<file path="src/rtl/pe_feeder_pkg.sv">
// Shared constants, FSM state encoding and a small helper for the PE feeder.
package pe_feeder_pkg;

    localparam int DATA_WIDTH = 16;
    localparam int LOAD_NUM   = 4;
    localparam int INST_NUM   = 8;
    localparam int TX_NUM     = 2;
    localparam int ITER_NUM   = 3;
    localparam int ALPHA_NUM  = 4;

    typedef enum logic [1:0] {
        ST_IDLE  = 2'd0,
        ST_BURST = 2'd1,
        ST_GAP   = 2'd2,
        ST_DRAIN = 2'd3
    } state_t;

    function automatic int maxOf(input int a, input int b);
        return (a > b) ? a : b;
    endfunction

endpackage

</file>
<file path="src/rtl/sync_fifo.sv">
// First-word-fall-through synchronous FIFO with an occupancy count.
// Pushes into a full FIFO and pops from an empty FIFO are ignored.
module sync_fifo #(
    parameter int WIDTH = 32,
    parameter int DEPTH = 32
)(
    input  logic                       clk,
    input  logic                       rst_n,
    input  logic                       i_push,
    input  logic [WIDTH-1:0]           i_data,
    input  logic                       i_pop,
    output logic [WIDTH-1:0]           o_data,
    output logic [$clog2(DEPTH+1)-1:0] o_count,
    output logic                       o_full,
    output logic                       o_empty
);

    localparam int AW = $clog2(DEPTH);
    localparam int CW = $clog2(DEPTH+1);

    logic [WIDTH-1:0] r_mem [DEPTH];
    logic [AW-1:0]    r_wrPtr;
    logic [AW-1:0]    r_rdPtr;
    logic [CW-1:0]    r_count;
    logic             w_doPush;
    logic             w_doPop;

    assign o_full   = (r_count == CW'(DEPTH));
    assign o_empty  = (r_count == '0);
    assign w_doPush = i_push && !o_full;
    assign w_doPop  = i_pop && !o_empty;
    assign o_data   = r_mem[r_rdPtr];
    assign o_count  = r_count;

    // Storage array; contents need no reset because the count gates every read.
    always_ff @(posedge clk) begin
        if (w_doPush) begin
            r_mem[r_wrPtr] <= i_data;
        end
    end

    // Pointers wrap naturally at DEPTH; a simultaneous push and pop keeps the count.
    always_ff @(posedge clk or negedge rst_n) begin
        if (!rst_n) begin
            r_wrPtr <= '0;
            r_rdPtr <= '0;
            r_count <= '0;
        end else begin
            if (w_doPush) begin
                r_wrPtr <= r_wrPtr + AW'(1);
            end
            if (w_doPop) begin
                r_rdPtr <= r_rdPtr + AW'(1);
            end
            case ({w_doPush, w_doPop})
                2'b10:   r_count <= r_count + CW'(1);
                2'b01:   r_count <= r_count - CW'(1);
                default: r_count <= r_count;
            endcase
        end
    end

endmodule

</file>
<file path="src/rtl/pe_feeder.sv">
// Buffers upstream samples and replays them to a non-stallable PE as fixed
// LOAD_N-word bursts separated by fixed gaps, ITER_N bursts per job.
module pe_feeder
    import pe_feeder_pkg::*;
#(
    parameter int DATA_W     = DATA_WIDTH*2,
    parameter int FIFO_DEPTH = 32,
    parameter int LOAD_N     = LOAD_NUM,
    parameter int INST_N     = INST_NUM,
    parameter int TX_N       = TX_NUM,
    parameter int ITER_N     = ITER_NUM,
    parameter int ALPHA_N    = ALPHA_NUM
)(
    input  logic              clk,
    input  logic              rst,
    input  logic              s_valid,
    input  logic [DATA_W-1:0] s_data,
    output logic              s_ready,
    output logic              dout_pe_v,
    output logic [DATA_W-1:0] dout_pe,
    output logic              busy,
    output logic              done,
    output logic              err_underrun
);

    localparam int GAP_LEN   = INST_N + TX_N;
    localparam int DRAIN_LEN = INST_N + ALPHA_N + 1;
    localparam int PH_MAX    = maxOf(maxOf(LOAD_N, DRAIN_LEN), GAP_LEN);
    localparam int PH_W      = $clog2(PH_MAX + 1);
    localparam int CNT_W     = $clog2(FIFO_DEPTH + 1);
    localparam int ITER_W    = (ITER_N > 1) ? $clog2(ITER_N) : 1;

    logic              w_push;
    logic              w_pop;
    logic              w_full;
    logic              w_empty;
    logic [DATA_W-1:0] w_rdData;
    logic [CNT_W-1:0]  w_count;

    state_t            r_state;
    logic [PH_W-1:0]   r_phase;
    logic [ITER_W-1:0] r_iterCnt;
    logic              r_doutV;
    logic [DATA_W-1:0] r_dout;
    logic              r_busy;
    logic              r_done;
    logic              r_err;

    // Ready is held low during reset so nothing is accepted into a FIFO being cleared.
    assign s_ready      = rst & ~w_full;
    assign w_push       = s_valid & s_ready;
    assign w_pop        = (r_state == ST_BURST) & ~w_empty;

    assign dout_pe_v    = r_doutV;
    assign dout_pe      = r_dout;
    assign busy         = r_busy;
    assign done         = r_done;
    assign err_underrun = r_err;

    sync_fifo #(
        .WIDTH (DATA_W),
        .DEPTH (FIFO_DEPTH)
    ) u_fifo (
        .clk     (clk),
        .rst_n   (rst),
        .i_push  (w_push),
        .i_data  (s_data),
        .i_pop   (w_pop),
        .o_data  (w_rdData),
        .o_count (w_count),
        .o_full  (w_full),
        .o_empty (w_empty)
    );

    // Job sequencer with registered PE outputs; an empty FIFO in a burst emits a zero word.
    always_ff @(posedge clk or negedge rst) begin
        if (!rst) begin
            r_state   <= ST_IDLE;
            r_phase   <= '0;
            r_iterCnt <= '0;
            r_doutV   <= 1'b0;
            r_dout    <= '0;
            r_busy    <= 1'b0;
            r_done    <= 1'b0;
            r_err     <= 1'b0;
        end else begin
            r_done  <= 1'b0;
            r_doutV <= 1'b0;
            r_dout  <= '0;
            case (r_state)
                ST_IDLE: begin
                    if ((w_count >= CNT_W'(LOAD_N)) && !r_done) begin
                        r_state   <= ST_BURST;
                        r_phase   <= '0;
                        r_iterCnt <= '0;
                        r_err     <= 1'b0;
                        r_busy    <= 1'b1;
                    end
                end
                ST_BURST: begin
                    r_doutV <= 1'b1;
                    if (w_empty) begin
                        r_err <= 1'b1;
                    end else begin
                        r_dout <= w_rdData;
                    end
                    if (r_phase == PH_W'(LOAD_N - 1)) begin
                        r_phase <= '0;
                        if (r_iterCnt == ITER_W'(ITER_N - 1)) begin
                            r_state <= ST_DRAIN;
                        end else begin
                            r_state   <= ST_GAP;
                            r_iterCnt <= r_iterCnt + ITER_W'(1);
                        end
                    end else begin
                        r_phase <= r_phase + PH_W'(1);
                    end
                end
                ST_GAP: begin
                    if (r_phase == PH_W'(GAP_LEN - 1)) begin
                        r_phase <= '0;
                        r_state <= ST_BURST;
                    end else begin
                        r_phase <= r_phase + PH_W'(1);
                    end
                end
                ST_DRAIN: begin
                    if (r_phase == PH_W'(DRAIN_LEN - 1)) begin
                        r_phase <= '0;
                        r_state <= ST_IDLE;
                        r_done  <= 1'b1;
                        r_busy  <= 1'b0;
                    end else begin
                        r_phase <= r_phase + PH_W'(1);
                    end
                end
                default: begin
                    r_state <= ST_IDLE;
                    r_phase <= '0;
                    r_busy  <= 1'b0;
                end
            endcase
        end
    end

endmodule

</file>
<file path="config.mk">
export PLATFORM = sky130hd
export DESIGN_NAME = pe_feeder
export DESIGN_NICKNAME = d
export VERILOG_FILES = /design/src/rtl/pe_feeder_pkg.sv /design/src/rtl/sync_fifo.sv /design/src/rtl/pe_feeder.sv
export SDC_FILE = /design/constraint.sdc
export NUM_CORES = 1
export LEC_CHECK = 0
export CORE_MARGIN = 1
export CORE_UTILIZATION = 30
export CTS_CLUSTER_DIAMETER = 200
export DETAILED_ROUTE_END_ITERATION = 8
export HOLD_SLACK_MARGIN = 0.03
export PLACE_DENSITY_LB_ADDON = 0.05
export SYNTH_ARGS = -nofsm -noshare
export SYNTH_HDL_FRONTEND = slang
export SYNTH_SLANG_ARGS = --single-unit
</file>
<file path="constraint.sdc">
create_clock -name clk -period 6 [get_ports clk]
set_input_delay 1.2 -clock clk [delete_from_list [all_inputs] [get_ports clk]]
set_output_delay 1.2 -clock clk [all_outputs]
set_load 0.01 [all_outputs]
</file>
### Word-level counts from Yosys, hierarchy flattened

Memory sizes are Yosys's and may differ from the RTL's.
Index checks and enable logic that the tools add are counted.

| word-level totals | value |
|---|---|
| memory bits (writable) | 1024 |
| memories | 1 |
| logic and storage cells | 84 |
| input bits | 35 |
| output and inout port bits | 37 |
| register bits | 60 |

Memory list:

| name | depth | bits a word | read ports | clocked after Yosys merged registers in | wr ports | RTL line | source |
|---|---|---|---|---|---|---|---|
| u_fifo.r_mem | 32 | 32 | 1 | 0 | 1 | sync_fifo.sv:21 | `logic [WIDTH-1:0] r_mem [DEPTH];` |

| operators by class | value |
|---|---|
| bitwise operators | 5 |
| reductions and logical operators | 15 |
| magnitude comparators | 1 |
| equality and inequality tests | 16 |
| add/sub/neg operators | 6 |
| muxes and demuxes | 29 |

Operators with widths:

| operator | count |
|---|---|
| $mux W32 | 2 |
| $mux W4 | 4 |
| $pmux W4 S4 | 1 |
| $mux W2 | 7 |
| $pmux W6 S2 | 1 |
| $add A5 B1 Y5 const B | 2 |
| $mux W1 | 10 |
| $eq A2 B2 Y1 const B | 4 |
| $eq A4 B4 Y1 const B | 2 |
| $ne A2 B2 Y1 const B | 4 |
| $pmux W2 S4 | 1 |
| $reduce_and A4 Y1 | 2 |
| $add A6 B1 Y6 const B | 1 |
| $eq A6 B6 Y1 const B | 1 |
| $ge A6 B3 Y1 const B | 1 |
| $logic_not A6 Y1 | 1 |
| $reduce_and A3 Y1 | 2 |
| $reduce_bool A2 Y1 | 3 |
| $sub A6 B1 Y6 const B | 1 |
| $add A4 B1 Y4 const B | 1 |
| $eq A2 B1 Y1 const B | 2 |
| $eq A4 B2 Y1 const B | 1 |
| $ne A2 B1 Y1 const B | 2 |
| $pmux W1 S2 | 2 |
| other kinds (7) | 14 |

### Depth between registers and ports, before layout

Gate-level depths: netlist of run 1.

| depth | value |
|---|---|
| depth after elaboration | 7 |
| depth in mapped cells | 15 |
| gate-level depth less buffers | 12 |

### By module

From an unflattened synthesis of run 1, not the netlist that was laid out.

| unflattened totals | value |
|---|---|
| cell total of the unflattened synthesis | 1951 |
| area, all modules | 41576.1 µm² |

By module, submodules not included:

| module | area each (µm²) | cells each | times used |
|---|---|---|---|
| sync_fifo | 39862.0 | 1810 | 1 |
| pe_feeder | 1714.1 | 141 | 1 |

### Worst setup path before layout of run 1

OpenSTA, ideal clock, no wires.

| path | value |
|---|---|
| path type | input to register |
| start | in s_valid |
| end | mem u_fifo.r_mem[31][0], enable pin |
| buffers on the path | 2 |
| arrival time | 3.077 ns |
| setup slack | 2.502 ns |
| library setup time | 0.421 ns |
| cell stages on the path | 5 |
| path through | o311a_1 buf_4 nand2_1 buf_4 nor2_1 |

| between the ends | value |
|---|---|
| word-level cells in the longest chain between the ends | 4 |

Ends and longest elaborated chain:

| what | RTL line | source |
|---|---|---|
| start: declaration | pe_feeder.sv:16 | `input logic s_valid,` |
| $and A1 B1 Y1 | pe_feeder.sv:51 | `assign w_push = s_valid & s_ready;` |
| $logic_and A1 B1 Y1 | sync_fifo.sv:30 | `assign w_doPush = i_push && !o_full;` |
| $mux W1 | sync_fifo.sv:37 | `if (w_doPush) begin` |
| $mux W1 (implied by the code) | sync_fifo.sv:38 | `r_mem[r_wrPtr] <= i_data;` |
| end: declaration | sync_fifo.sv:21 |  |

No other way between the ends.

### Worst setup path after layout of run 1

| path | value |
|---|---|
| start | reg u_fifo.r_count[2] (netlist: u_fifo.o_count[2]) |
| end | reg u_fifo.r_count[4] (netlist: u_fifo.o_count[4]) |

RTL lines:

| what | RTL line | source |
|---|---|---|
| start: declaration | sync_fifo.sv:24 | `logic [CW-1:0] r_count;` |
| start signal: assignment | sync_fifo.sv:56 | `2'b10: r_count <= r_count + CW'(1);` |
| start signal: assignment | sync_fifo.sv:57 | `2'b01: r_count <= r_count - CW'(1);` |
| start signal: assignment | sync_fifo.sv:58 | `default: r_count <= r_count;` |
| $logic_not A6 Y1 * | sync_fifo.sv:29 | `assign o_empty = (r_count == '0);` |
| $not A1 Y1 | pe_feeder.sv:52 | `assign w_pop = (r_state == ST_BURST) & ~w_empty;` |
| $and A1 B1 Y1 | pe_feeder.sv:52 |  |
| $logic_and A1 B1 Y1 * | sync_fifo.sv:31 | `assign w_doPop = i_pop && !o_empty;` |
| net u_fifo.w_doPop | sync_fifo.sv:26 | `logic w_doPop;` |
| $eq A2 B1 Y1 / $eq A2 B2 Y1 (equally long branches) | sync_fifo.sv:55 | `case ({w_doPush, w_doPop})` |
| $pmux W6 S2 / $reduce_bool A2 Y1 (equally long branches) | - |  |

The timed path passes the listed nets; every way through them passes the cells marked *.
A chain may end at the register's enable or synchronous reset.

==> impl_metrics.csv, run 1 <==
group,metric,value,unit
logic_synthesis,ys_ff_latch,1084,
clock_network,clk_pin_slew,0.06,ns
finish,final_cell_mix,"edfxtp_1, mux4_2, mux2i_1",
logic_synthesis,synth-edff-count,1024,
critical_path,critPathTopFamily,"simple AND/OR/NAND/NOR gates",
sta,fmax,260,MHz
sta,slew_headroom,18.9,%
clock_network,cts_buffer_depth,3,
logic_synthesis,syn_area_per_cell,21.2,sq um
finish,fin_area,48900,sq um
critical_path,cp.required,6.60,ns
pwr,p_leak,16.0,nW
logic_synthesis,synth_seq_area_share,77.7,%
logic_synthesis,synth.largest_area_cell,"edfxtp_1",
sta,worst_pin_slew,1.19,ns
critical_path,path_cells,"or4_4 -> nor3_1 -> nand2b_2 -> buf_4 -> inv_1 -> ha_1 -> xor2_1 -> ha_1 -> a21o_1 -> a22oi_1 -> o221a_2 -> nor2_1 -> xor2_1",
logic_synthesis,synth-main-ff-cell,"edfxtp_1",
critical_path,critPathSlowestCell,"or4_4",
critical_path,worstSetupPathType,"flip-flop to flip-flop",
clock_network,cts_resized,0,
finish,ff_latch_area,32300,sq um
finish,fin_util,35.6,%
logic_synthesis,ys_top_cells_by_area,"edfxtp_1, mux4_2, mux2i_1",
critical_path,crit_fanout,35,
drt,drt-total-wl,125000,um
sta,finalCriticalPeriod,3.85,ns
status,status,"finished, final reports clean",
global_routing,grt_util_all_layers,18.0,%
pwr,peakVddDrop,0.362,mV
clock_network,cts-root-buf,"clkbuf_16",
sta,slew_violations,0,
critical_path,cp-end-kind,"flip-flop",
drt,drt_pass1_iterations,5,
drt,drt-initial-drc-count,1830,
global_routing,grt_pass1_vias,20900,
logic_synthesis,postSynthCellCount,1961,
floorplan,core-area,137000,sq um
drt,vias,20200,
global_routing,grt_pass1_wl,175000,um
critical_path,critPathBufInv,2,
finish,nets,2164,
critical_path,cp-start-kind,"flip-flop",
logic_synthesis,ys_warn_count,0,
pwr,p_per_area,468,nW/um^2
floorplan,initial_core_util,30.2,%
run,max_cap_viol_count,0,
floorplan,std_cell_rows,136,
critical_path,crit_arrival,4.45,ns
critical_path,critPathMaxStageDelay,0.59,ns
sta,setup_viol,0,
place,portBuffers,71,
clock_network,post-cts-setup-buffers,0,
sta,setup_tns,0,ns
drt,drc,0,
finish,area_growth,17.8,%
global_routing,antenna_found_initial,19,
floorplan,dieArea,140000,sq um
finish,layout_commonest_cell,"edfxtp_1",
logic_synthesis,ys_types,54,
logic_synthesis,syn_area,41500,sq um
finish,n_fill_cell,12500,
clock_network,h-tree-depth,3,
logic_synthesis,synthArstFlopShare,5.54,%
clock_network,clk_latency,0.75,ns
sta,skew,0.0382,ns
drt,postRouteAntennaNets,0,
global_routing,overflow,0,
drt,wl_per_cell,31.1,um
clock_network,hold_buffers,0,
sta,hold_viol,0,
clock_network,cts.sinks,1084,
clock_network,cts_tree,"done",
finish,multi_input_area,8850,sq um
finish,drive_above_1_share,25.0,%
place,place_area,44600,sq um
sta,grt_setup_unrepaired,"false",
place,gp_routability_congestion,0.786,
floorplan,io_pins,72,
logic_synthesis,yosys.area.top_type_share,74.1,%
global_routing,grt_max_degree,117,
clock_network,numCtsBuffers,120,
logic_synthesis,syn_nets,2008,
sta,timing.final.crit_share,64.1,%
floorplan,die_y,374,um
floorplan,die_w,374,um
place,dpl.hpwl,77300,um
drt,avgViaCountPerCell,5.01,
min_path,min_path_type,"flip-flop to flip-flop",
## synth_stat cells (all sizes together) (7+ instances only)
library cell / count
edfxtp: 1024
mux4: 181
mux2i: 154
buf: 62
dfrtp: 60
clkbuf: 54
nor2: 45
a22o: 35
a22oi: 34
nand2: 33
a21oi: 31
a2111oi: 28
o22ai: 28
a211oi: 27
o221ai: 24
o21ai: 15
nor3: 13
ha: 12
inv: 11
mux2: 11
xnor2: 11
o2111ai: 7
o211a: 7
## power breakdown
part	total (mW)	leakage (nW)	internal [mW]	switching [mW]
sequential	9.07	9.93	8.69	0.384
clock	7.98	2.08	4.87	3.10
combinational	5.82	4.03	2.15	3.67
total	22.9	16.0	15.7	7.16
## path summary, 6_finish.rpt
kind,startpoint,end,slack (ns),cells after the start
min in group asynchronous,rst,done,0.58,2
worst min-delay path,err_underrun,err_underrun,0.50,2
max in group asynchronous,rst,dout_pe[11],4.46,3
worst min register to register,err_underrun,err_underrun,0.50,2
worst max-delay path,u_fifo.o_count[2],u_fifo.o_count[4],2.15,13
worst max register to register,u_fifo.o_count[2],u_fifo.o_count[4],2.15,13
## metrics by stage
step / power [mW] / instances / setup WS, ns / hold WS, ns
after detailed placement: 15.2 / 3789 / 1.44 / 0.488
after global placement: 15.2 / 3787 / 1.47 / 0.478
final: 22.9 / 4022 / 2.15 / 0.499
after CTS: 23.3 / 4016 / 2.01 / 0.502
after global routing: 23.8 / 4016 / 1.95 / 0.560
after floorplan: 12.3 / 1961 / 2.50 / 0.500
## worst min-delay path, delay by kind of cell, from the launching register on
kind             cells  cell delay, ns
DFF                  1            0.36
and+or+nand+nor      2            0.11
## flip-flops by register name, indices dropped and copies added, names as in the netlist
register        count
u_fifo.r_mem     1024
dout_pe            32
u_fifo.o_count      6
u_fifo.r_rdPtr      5
u_fifo.r_wrPtr      5
r_phase             4
r_iterCnt           2
r_state             2
busy                1
done                1
dout_pe_v           1
err_underrun        1
## routing by layer
layer,up-vias,track usage [%],part of all wire [%]
met2,628,27.9,46
li1,8544,-,-
met3,121,2.97,6.4
met5,-,0,0
met1,10900,26.3,46
met4,0,4.38,1.7
## area by class of cell
| class | count | share of cell area (%) |
|---|---|---|
| diodes | 6 | 0.0307 |
| inverters | 11 | 0.0844 |
| flip-flops and latches | 1084 | 66.0 |
| clock inverters | 75 | 2.19 |
| clock buffers | 152 | 6.59 |
| repair buffers | 150 | 2.44 |
| multi-input cells | 750 | 18.1 |
| well taps | 1794 | 4.59 |
## logic make-up (layout without fill, tap and decap cells)
logic type | Yosys count | count (layout) | synth area share (%)
other cells | 0 | 6 | 0
fa+ha+maj | 12 | 12 | 0.362
simple gates | 128 | 128 | 1.46
xor+xnor | 15 | 15 | 0.317
mux | 346 | 346 | 13.8
flops | 1084 | 1084 | 77.7
compound gates | 249 | 249 | 4.66
buf+inv | 127 | 388 | 1.66
Note: power is estimated with default switching activity, not from simulation.
==> run 2, diff against run 1 <==
==> constraint.sdc (replaced) <==
create_clock -name clk -period 3.65 [get_ports clk]
set_input_delay 0.73 -clock clk [delete_from_list [all_inputs] [get_ports clk]]
set_output_delay 0.73 -clock clk [all_outputs]
set_load 0.01 [all_outputs]
==> run 2 against run 1 <==
  * Register-to-register slack worse by 1.9 ns
  * Sequential share of layout area is 1.2 points lower
  * Flip-flop and latch count stayed put
  * Clock-buffer cell count is 8 higher
  * First-iteration DRC count is 25% lower
  * Design area is 1.9% higher
  * Final cell count is 1.8% higher
  * Largest cell class unchanged
  * Worst hold slack worse by 0.38 ns
  * Sequential power is 65% higher
==> impl_metrics.csv, run 2 (same netlist as run 1, synthesis figures left out) <==
group,metric,value,unit
finish,final_cell_mix,"edfxtp_1, mux4_2, mux2i_1",
pwr,peakVddDrop,0.436,mV
sta,grt_setup_unrepaired,"false",
clock_network,post-cts-setup-buffers,0,
floorplan,die_w,374,um
floorplan,die_y,374,um
finish,layout_commonest_cell,"edfxtp_1",
drt,wl_per_cell,30.8,um
finish,nets,2243,
drt,drt-total-wl,126000,um
min_path,min_path_type,"input pin to asynchronous set/reset pin",
pwr,p_leak,16.5,nW
pwr,net-switching-power,10.9,mW
clock_network,cts_tree,"done",
sta,setup_viol,0,
critical_path,critPathBufInv,1,
pwr,swShare,30.0,%
finish,n_fill_cell,12600,
floorplan,core-area,137000,sq um
sta,finalCriticalPeriod,3.38,ns
global_routing,grt_util_all_layers,18.1,%
pwr,combPwrFrac,25.0,%
clock_network,cts_resized,0,
pwr,report.power.total,36.4,mW
sta,slew_headroom,18.2,%
clock_network,cts.sinks,1084,
floorplan,initial_core_util,30.2,%
clock_network,cts-root-buf,"clkbuf_16",
pwr,power.internal,25.5,mW
run,max_cap_viol_count,0,
clock_network,clk_latency,0.74,ns
global_routing,grt_max_degree,60,
critical_path,cp-start-kind,"flip-flop",
clock_network,clk_pin_slew,0.06,ns
global_routing,grt_pass1_vias,21800,
drt,drt_pass1_iterations,5,
critical_path,r2r_setup_slack,0.27,ns
sta,slew_violations,0,
sta,setup_tns,0,ns
global_routing,grt_pass1_wl,176000,um
clock_network,cts_buffer_depth,3,
drt,drt-initial-drc-count,1376,
critical_path,critPathTopFamily,"simple AND/OR/NAND/NOR gates",
sta,skew,0.0306,ns
status,status,"finished, final reports clean",
place,portBuffers,71,
drt,vias,20500,
pwr,p_clk_share,33.7,%
sta,worst_pin_slew,1.22,ns
clock_network,numCtsBuffers,120,
critical_path,rr_endpoint,"u_fifo.o_count[5]",
critical_path,worstSetupPathType,"flip-flop to flip-flop",
critical_path,cp-end-kind,"flip-flop",
finish,fin_area,49800,sq um
global_routing,overflow,0,
finish,diodes,0,
floorplan,io_pins,72,
drt,drc,0,
global_routing,antenna_found_initial,9,
drt,postRouteAntennaNets,0,
finish,area_growth,20.1,%
pwr,p_per_area,731,nW/um^2
critical_path,path_cells,"or4_4 -> o311a_1 -> inv_1 -> ha_1 -> or4b_2 -> o32ai_1 -> nand3b_1 -> a21oi_1 -> xnor2_1",
critical_path,ff2ff_path_depth,9,
critical_path,cp.required,4.28,ns
place,gp_routability_congestion,0.731,
floorplan,std_cell_rows,136,
sta,timing.final.crit_share,92.6,%
pwr,power.share.sequential,41.3,%
sta,setup_ws,0.271,ns
drt,avgViaCountPerCell,5.00,
critical_path,crit_arrival,4.01,ns
finish,largest_reg_flops,1024,
clock_network,hold_buffers,0,
finish,drive_above_1_share,25.7,%
clock_network,h-tree-depth,3,
place,place_area,45800,sq um
place,dpl.hpwl,72200,um
sta,fmax,296,MHz
finish,top_register,"u_fifo.r_mem",
place,place_ws,0.205,ns
critical_path,r2r_start,"u_fifo.o_count[3]",
critical_path,critPathMaxStageDelay,0.66,ns
sta,hold_viol,0,
critical_path,crit_fanout,11,
floorplan,dieArea,140000,sq um
critical_path,critPathSlowestCell,"or4b_2",
## run 2: changes by cell type in the layout (fill, tap and decap cells not counted), moves of 3 or more
cell / before / now
buf_12: 4 / 42
inv_6: 3 / 0
clkinv_1: 13 / 22
buf_2: 33 / 0
buf_4: 74 / 117
clkinvlp_4: 8 / 1
clkdlybuf4s50_1: 38 / 70
clkinv_2: 21 / 27
clkbuf_8: 8 / 14
bufinv_16: 25 / 12
diode_2: 6 / 0
## run 2: worst register-to-register path, stage by stage (launching register included)
cell	delay, ns
dfrtp_1	0.46
or4_4	0.61
o311a_1	0.44
inv_1	0.12
ha_1	0.39
or4b_2	0.66
o32ai_1	0.18
nand3b_1	0.12
a21oi_1	0.18
xnor2_1	0.14
## run 2: final cells by class
type                    instances  area [sq um]  share of cell area (%)
clock inverters                67           667                    1.34
well taps                    1794          2240                    4.50
inverters                      11          41.3                  0.0828
clock buffers                 160          3360                    6.74
repair buffers                229          2420                    4.86
flip-flops and latches       1084         32300                    64.7
multi-input cells             750          8840                    17.7
## run 2: worst max path at each step
stage	from	end	slack [ns]	cells past startpoint
CTS	u_fifo.r_rdPtr[0]	dout_pe[8]	0.27	6
global placement	s_valid	u_fifo.o_count[4]	0.20	11
floorplan	u_fifo.o_count[2]	u_fifo.o_count[4]	0.51	14
global route	u_fifo.o_count[2]	u_fifo.o_count[5]	0.12	9
detailed placement	s_valid	u_fifo.r_mem[30][2]	0.21	6
finish	u_fifo.o_count[3]	u_fifo.o_count[5]	0.27	9
## run 2: power groups by stage
stage / Combinational [mW] / Clock, mW / Sequential, mW
2_1_floorplan: 5.42 / 0 / 14.8
3_3_place_gp: 9.32 / 0 / 15.3
3_5_place_dp: 9.30 / 0 / 15.3
4_1_cts: 9.35 / 12.6 / 15.1
5_1_grt: 9.69 / 13.1 / 15.1
6_report: 9.10 / 12.3 / 15.0
## run 2: metrics by stage
stage | util [%] | hold slack, ns | cells
floorplan | - | 0.434 | 1961
global placement | 33.4 | 0.511 | 3868
detailed placement | 33.4 | 0.495 | 3868
CTS | 36.3 | 0.0799 | 4095
global route | 36.3 | 0.0953 | 4095
finish | 36.3 | 0.122 | 4095
## run 2: routing by layer
metal  global-route usage, %  vias up  routed length [um]
met2                    30.9      403               63100
met1                    24.4    11200               57000
met5                       0        -                  11
met4                    3.78        2                2290
li1                        -     8714                   -
met3                    2.73      151                3950
==> run 3, diff against run 2 <==
--- a/config.mk
+++ b/config.mk
@@ -7,10 +7,11 @@
 export LEC_CHECK = 0
 export CORE_MARGIN = 1
 export CORE_UTILIZATION = 30
-export CTS_CLUSTER_DIAMETER = 200
+export CTS_CLUSTER_DIAMETER = 100
 export DETAILED_ROUTE_END_ITERATION = 8
 export HOLD_SLACK_MARGIN = 0.03
 export PLACE_DENSITY_LB_ADDON = 0.05
+export SETUP_SLACK_MARGIN = 0.4
 export SYNTH_ARGS = -nofsm -noshare
 export SYNTH_HDL_FRONTEND = slang
 export SYNTH_SLANG_ARGS = --single-unit
==> constraint.sdc (replaced) <==
create_clock -name clk -period 3.8 [get_ports clk]
set_input_delay 0.76 -clock clk [delete_from_list [all_inputs] [get_ports clk]]
set_output_delay 0.76 -clock clk [all_outputs]
set_load 0.01 [all_outputs]
==> run 3 against run 2 <==
  * Final cell count decreased by 0.63%
  * Global-route usage shrank 0.66 points
  * Clock-buffer cell count is 19 higher
  * Largest power group unchanged
  * Worst hold slack improved by 0.39 ns
==> impl_metrics.csv, run 3 (same netlist as run 1, synthesis figures left out) <==
group,metric,value,unit
clock_network,h-tree-depth,3,
finish,nets,2222,
critical_path,critPathMaxStageDelay,0.90,ns
critical_path,crit_fanout,34,
drt,avgViaCountPerCell,4.97,
place,portBuffers,71,
finish,top_register,"u_fifo.r_mem",
clock_network,numCtsBuffers,118,
floorplan,initial_core_util,30.2,%
global_routing,overflow,0,
sta,grt_setup_unrepaired,"false",
floorplan,dieArea,140000,sq um
drt,drt-initial-drc-count,1325,
sta,hold_viol,0,
place,dpl.hpwl,70100,um
clock_network,cts-root-buf,"clkbuf_16",
clock_network,clk_pin_slew,0.06,ns
critical_path,crit_arrival,3.94,ns
clock_network,cts_tree,"done",
global_routing,antenna_found_initial,13,
finish,diodes,0,
critical_path,cp.required,4.35,ns
clock_network,cts.sinks,1084,
finish,largest_reg_flops,1024,
status,status,"finished, final reports clean",
sta,worst_pin_slew,1.26,ns
global_routing,grt_pass1_vias,21600,
finish,area_growth,18.5,%
critical_path,cp-start-kind,"flip-flop",
sta,timing.final.crit_share,89.4,%
min_path,min_path_type,"flip-flop to flip-flop",
sta,slew_headroom,15.7,%
pwr,p_per_area,691,nW/um^2
global_routing,grt_pass1_wl,171000,um
finish,final_cell_mix,"edfxtp_1, mux4_2, mux2i_1",
drt,vias,20200,
clock_network,post-cts-setup-buffers,0,
pwr,p_leak,16.1,nW
finish,layout_commonest_cell,"edfxtp_1",
global_routing,grt_max_degree,72,
critical_path,cp-end-kind,"flip-flop",
critical_path,path_cells,"buf_12 -> mux4_2 -> a22o_1 -> a2111oi_1 -> buf_4 -> a211oi_1",
global_routing,grt_util_all_layers,17.5,%
sta,skew,0.0252,ns
place,place_ws,0.306,ns
floorplan,die_y,374,um
run,max_cap_viol_count,0,
min_path,whs_path_depth,2,
finish,drive_above_1_share,24.2,%
pwr,peakVddDrop,0.355,mV
clock_network,cts_buffer_depth,3,
sta,fmax,294,MHz
floorplan,std_cell_rows,136,
clock_network,clk_latency,0.74,ns
min_path,min_to,"err_underrun",
critical_path,critPathBufInv,2,
floorplan,io_pins,72,
drt,drc,0,
critical_path,critPathTopFamily,"compound AO/OA/AOI/OAI gates",
pwr,report.power.total,34.0,mW
drt,drt_pass1_iterations,5,
place,gp_routability_congestion,0.729,
critical_path,worstSetupPathType,"flip-flop to flip-flop",
floorplan,die_w,374,um
sta,setup_ws,0.404,ns
sta,holdWs,0.508,ns
drt,postRouteAntennaNets,0,
sta,finalCriticalPeriod,3.40,ns
min_path,holdCritStartpoint,"err_underrun",
critical_path,r2r_start,"u_fifo.r_rdPtr[0]",
floorplan,core-area,137000,sq um
drt,wl_per_cell,29.9,um
sta,setup_tns,0,ns
critical_path,crit_start,"u_fifo.r_rdPtr[0]",
critical_path,rr_endpoint,"dout_pe[5]",
critical_path,critPathSlowestCell,"a2111oi_1",
critical_path,ff2ff_path_depth,6,
sta,slew_violations,0,
sta,setup_viol,0,
finish,fin_util,35.8,%
critical_path,r2r_setup_slack,0.40,ns
drt,drt-total-wl,122000,um
run 3: metrics by stage:
| stage | cell area [sq um] | cells |
|---|---|---|
| floorplan | 41500 | 1961 |
| global placement | 45500 | 3848 |
| detailed placement | 45500 | 3848 |
| CTS | 49200 | 4069 |
| global route | 49200 | 4069 |
| finish | 49200 | 4069 |
run 3: report_power, final:
group          internal, mW  switching [mW]  leakage, nW
logic                  3.61            4.95         4.40
registers              13.7           0.677         9.93
clock network          6.33            4.72         1.80
run 3: worst max path at each step:
| stage | end | slack [ns] | cells past startpoint |
|---|---|---|---|
| 5_1_grt | dout_pe[5] | 0.41 | 6 |
| 2_1_floorplan | u_fifo.o_count[4] | 0.66 | 14 |
| 4_1_cts | s_ready | 0.41 | 3 |
| 3_5_place_dp | dout_pe[5] | 0.31 | 6 |
| 3_3_place_gp | dout_pe[5] | 0.28 | 6 |
| 6_report | dout_pe[5] | 0.40 | 6 |
run 3: cell type report:
type	instances	area, sq um
Multi-Input combinational cell	750	8850
Sequential cell	1084	32300
Clock inverter	41	373
Clock buffer	179	3350
Tap cell	1794	2240
Timing Repair Buffer	210	2070
Inverter	11	41.3
Fill cell	12700	88100
run 3: routing by layer:
metal	track usage (%)	part of all wire, %	up-vias	routed length (um)
met2	29.8	50	386	61000
met4	4.10	2.1	2	2600
met1	23.5	45	11000	54800
met5	0	0.0099	-	12
met3	2.51	2.8	162	3440
li1	-	-	8664	-
run 3: tightest hold or removal path, cell delays in order (launching register included):
cell	delay, ns
dfrtp_1	0.37
nand2_1	0.06
nand2_1	0.05
run 3: what timing repair did:
item / 4_1_cts / 5_1_grt
setup endpoints to repair: 2 / 3
gates resized for setup: 2 / 3
hold endpoints to repair: 14 / 0
hold buffers: 1 / 0
==> RTL change: new RTL, config.mk and constraints of run 3 <==
Reset style: synchronous (`rst` and `rst_n`), changed in 2 clocked blocks.
--- a/src/rtl/sync_fifo.sv
+++ b/src/rtl/sync_fifo.sv
@@ -40,7 +40,7 @@
     end
 
     // Pointers wrap naturally at DEPTH; a simultaneous push and pop keeps the count.
-    always_ff @(posedge clk or negedge rst_n) begin
+    always_ff @(posedge clk) begin
         if (!rst_n) begin
             r_wrPtr <= '0;
             r_rdPtr <= '0;
--- a/src/rtl/pe_feeder.sv
+++ b/src/rtl/pe_feeder.sv
@@ -73,7 +73,7 @@
     );
 
     // Job sequencer with registered PE outputs; an empty FIFO in a burst emits a zero word.
-    always_ff @(posedge clk or negedge rst) begin
+    always_ff @(posedge clk) begin
         if (!rst) begin
             r_state   <= ST_IDLE;
             r_phase   <= '0;
Behaviour: not the same (Yosys sat finds a counterexample within 10 cycles, from zero or initial values and one cycle with rst low; the reset may be asserted at any time).
==> RTL change against run 3 <==
- via count fell by 2.2%
- clock skew fell by 1.1 ps
- sequential cell count did not move
- final area rose by 0.12%
- count of clock-buffer cells in the layout fell by 14
- synthesized area fell by 0.11%
- routed wire length fell by 7.0%
- largest cell class unchanged
- setup slack improved by 230 ps
- highest routed layer is now met4
Power is not compared: it rests on default switching activity, and its combinational part moved more than twofold at a synthesized area within 25%.
==> RTL change: results (changes against run 3) <==
[outcome]
status=complete, no violations

[cts]
clk-insertion-delay-late_ps=720  ; -20 ps
cts_buffers=120  ; +1.7%
ctsResizeCount=0  ; -2

[logic_synthesis]
ys_types=64  ; +19%
yosys-top-cells-count=edfxtp_1, mux4_2, mux2i_1
synth-async-reset-ratio=0  ; -0.0554
synth.area.top_cells=edfxtp_1, mux4_2, mux2i_1, dfxtp_1, a2111oi_2
ys_seq_area_frac=0.771  ; -0.00635
synth_nets=1988  ; -1.0%
syn_inst=1941  ; -1.0%
syn-cell-area_um2=41500  ; -0.11%

[route]
drtIter0Drc=1384  ; +4.5%
wl_per_cell_um=28.0  ; -6.5%
drt-met1-wl_mm=51.5  ; -6.0%
wl_met3_mm=4.05  ; +18%
wl_met2_mm=55.6  ; -8.7%
dr.pass1.iters=6  ; +1
vias=19800  ; -2.2%
highest_layer=met4

[finish]
seq_share=0.649  ; -0.00696
final_nets=2195  ; -1.2%
antenna-diode-count=1  ; +1
layout-drive-gt1-share=0.266  ; +0.0239
multi_input_area_um2=9040  ; +2.2%
nFillCells=12600  ; -0.69%
nMultiInputCombCells=729  ; -2.8%
buffer_area_frac=0.0409  ; -0.00124
final_cells=4046  ; -0.57%
final_area_um2=49200  ; +0.12%
clkCellAreaFrac=0.0799  ; +0.00430
nNonClkInverters=12  ; +1
buffers_excl_clock=201  ; -4.3%
nClkBuffers=165  ; -7.8%

[setup_path]
critPathMaxStageDelay_ps=540  ; -360 ps
slowest_stage=or4b_1
cp_max_fo=13  ; -62%
critPathArrivalTime_ps=3810  ; -130 ps
r2r_slack_ps=640  ; +230 ps
path_delay_family=simple AND/OR/NAND/NOR gates

[placement]
dpl-instance-area_um2=45300  ; -0.31%
dp_slack_ps=544  ; +238 ps
dpl.cell_count=3820  ; -0.73%
place_congestion=0.737  ; +1.1%
dp_hpwl_mm=64.6  ; -7.8%

[global_route]
antenna_found_initial=0  ; -13
grt_pass1_vias=21400  ; -0.77%
grt.met2_usage=0.272  ; -0.0256
grt.met3_usage=0.0236  ; -0.00149
grt_use_total=0.163  ; -0.0121
use_met1=0.222  ; -0.0134

[sta]
clock_skew_ps=24.1  ; -1.09 ps
hold_slack_ps=477  ; -31.3 ps
fin_ws_ps=638  ; +235 ps
maxSlewHeadroom=0.278  ; +0.121

[RTL change: cell types whose count changed after synthesis, moves of 9 or more]
cell       delta
nor3_1       -10
mux2i_1      -21
dfrtp_1      -60
a211oi_1     -16
nand2_1      -12
mux4_2       +11
dfxtp_1      +60
a2111oi_2    +17
mux2_2       -11
a2111oi_0    -11
buf_6         +9
a211oi_2     +23
[RTL change: path summary, 6_finish.rpt]
kind / startpoint / end / cells after the start
max: u_fifo.o_count[3] / u_fifo.o_count[5] / 9
min: r_iterCnt[1] / r_iterCnt[1] / 2
max reg2reg: u_fifo.o_count[3] / u_fifo.o_count[5] / 9
min reg2reg: r_iterCnt[1] / r_iterCnt[1] / 2
[RTL change: kinds of logic (layout without fill, tap and decap cells)]
kind of cell	after synthesis	after routing	share of synthesized area
fa+ha+maj	12	12	0.00362
compound gates	261	261	0.0543
other cells	0	1	0
xor+xnor	9	9	0.00190
simple gates	122	122	0.0153
flops	1084	1084	0.771
mux	325	325	0.136
buf+inv	128	438	0.0178
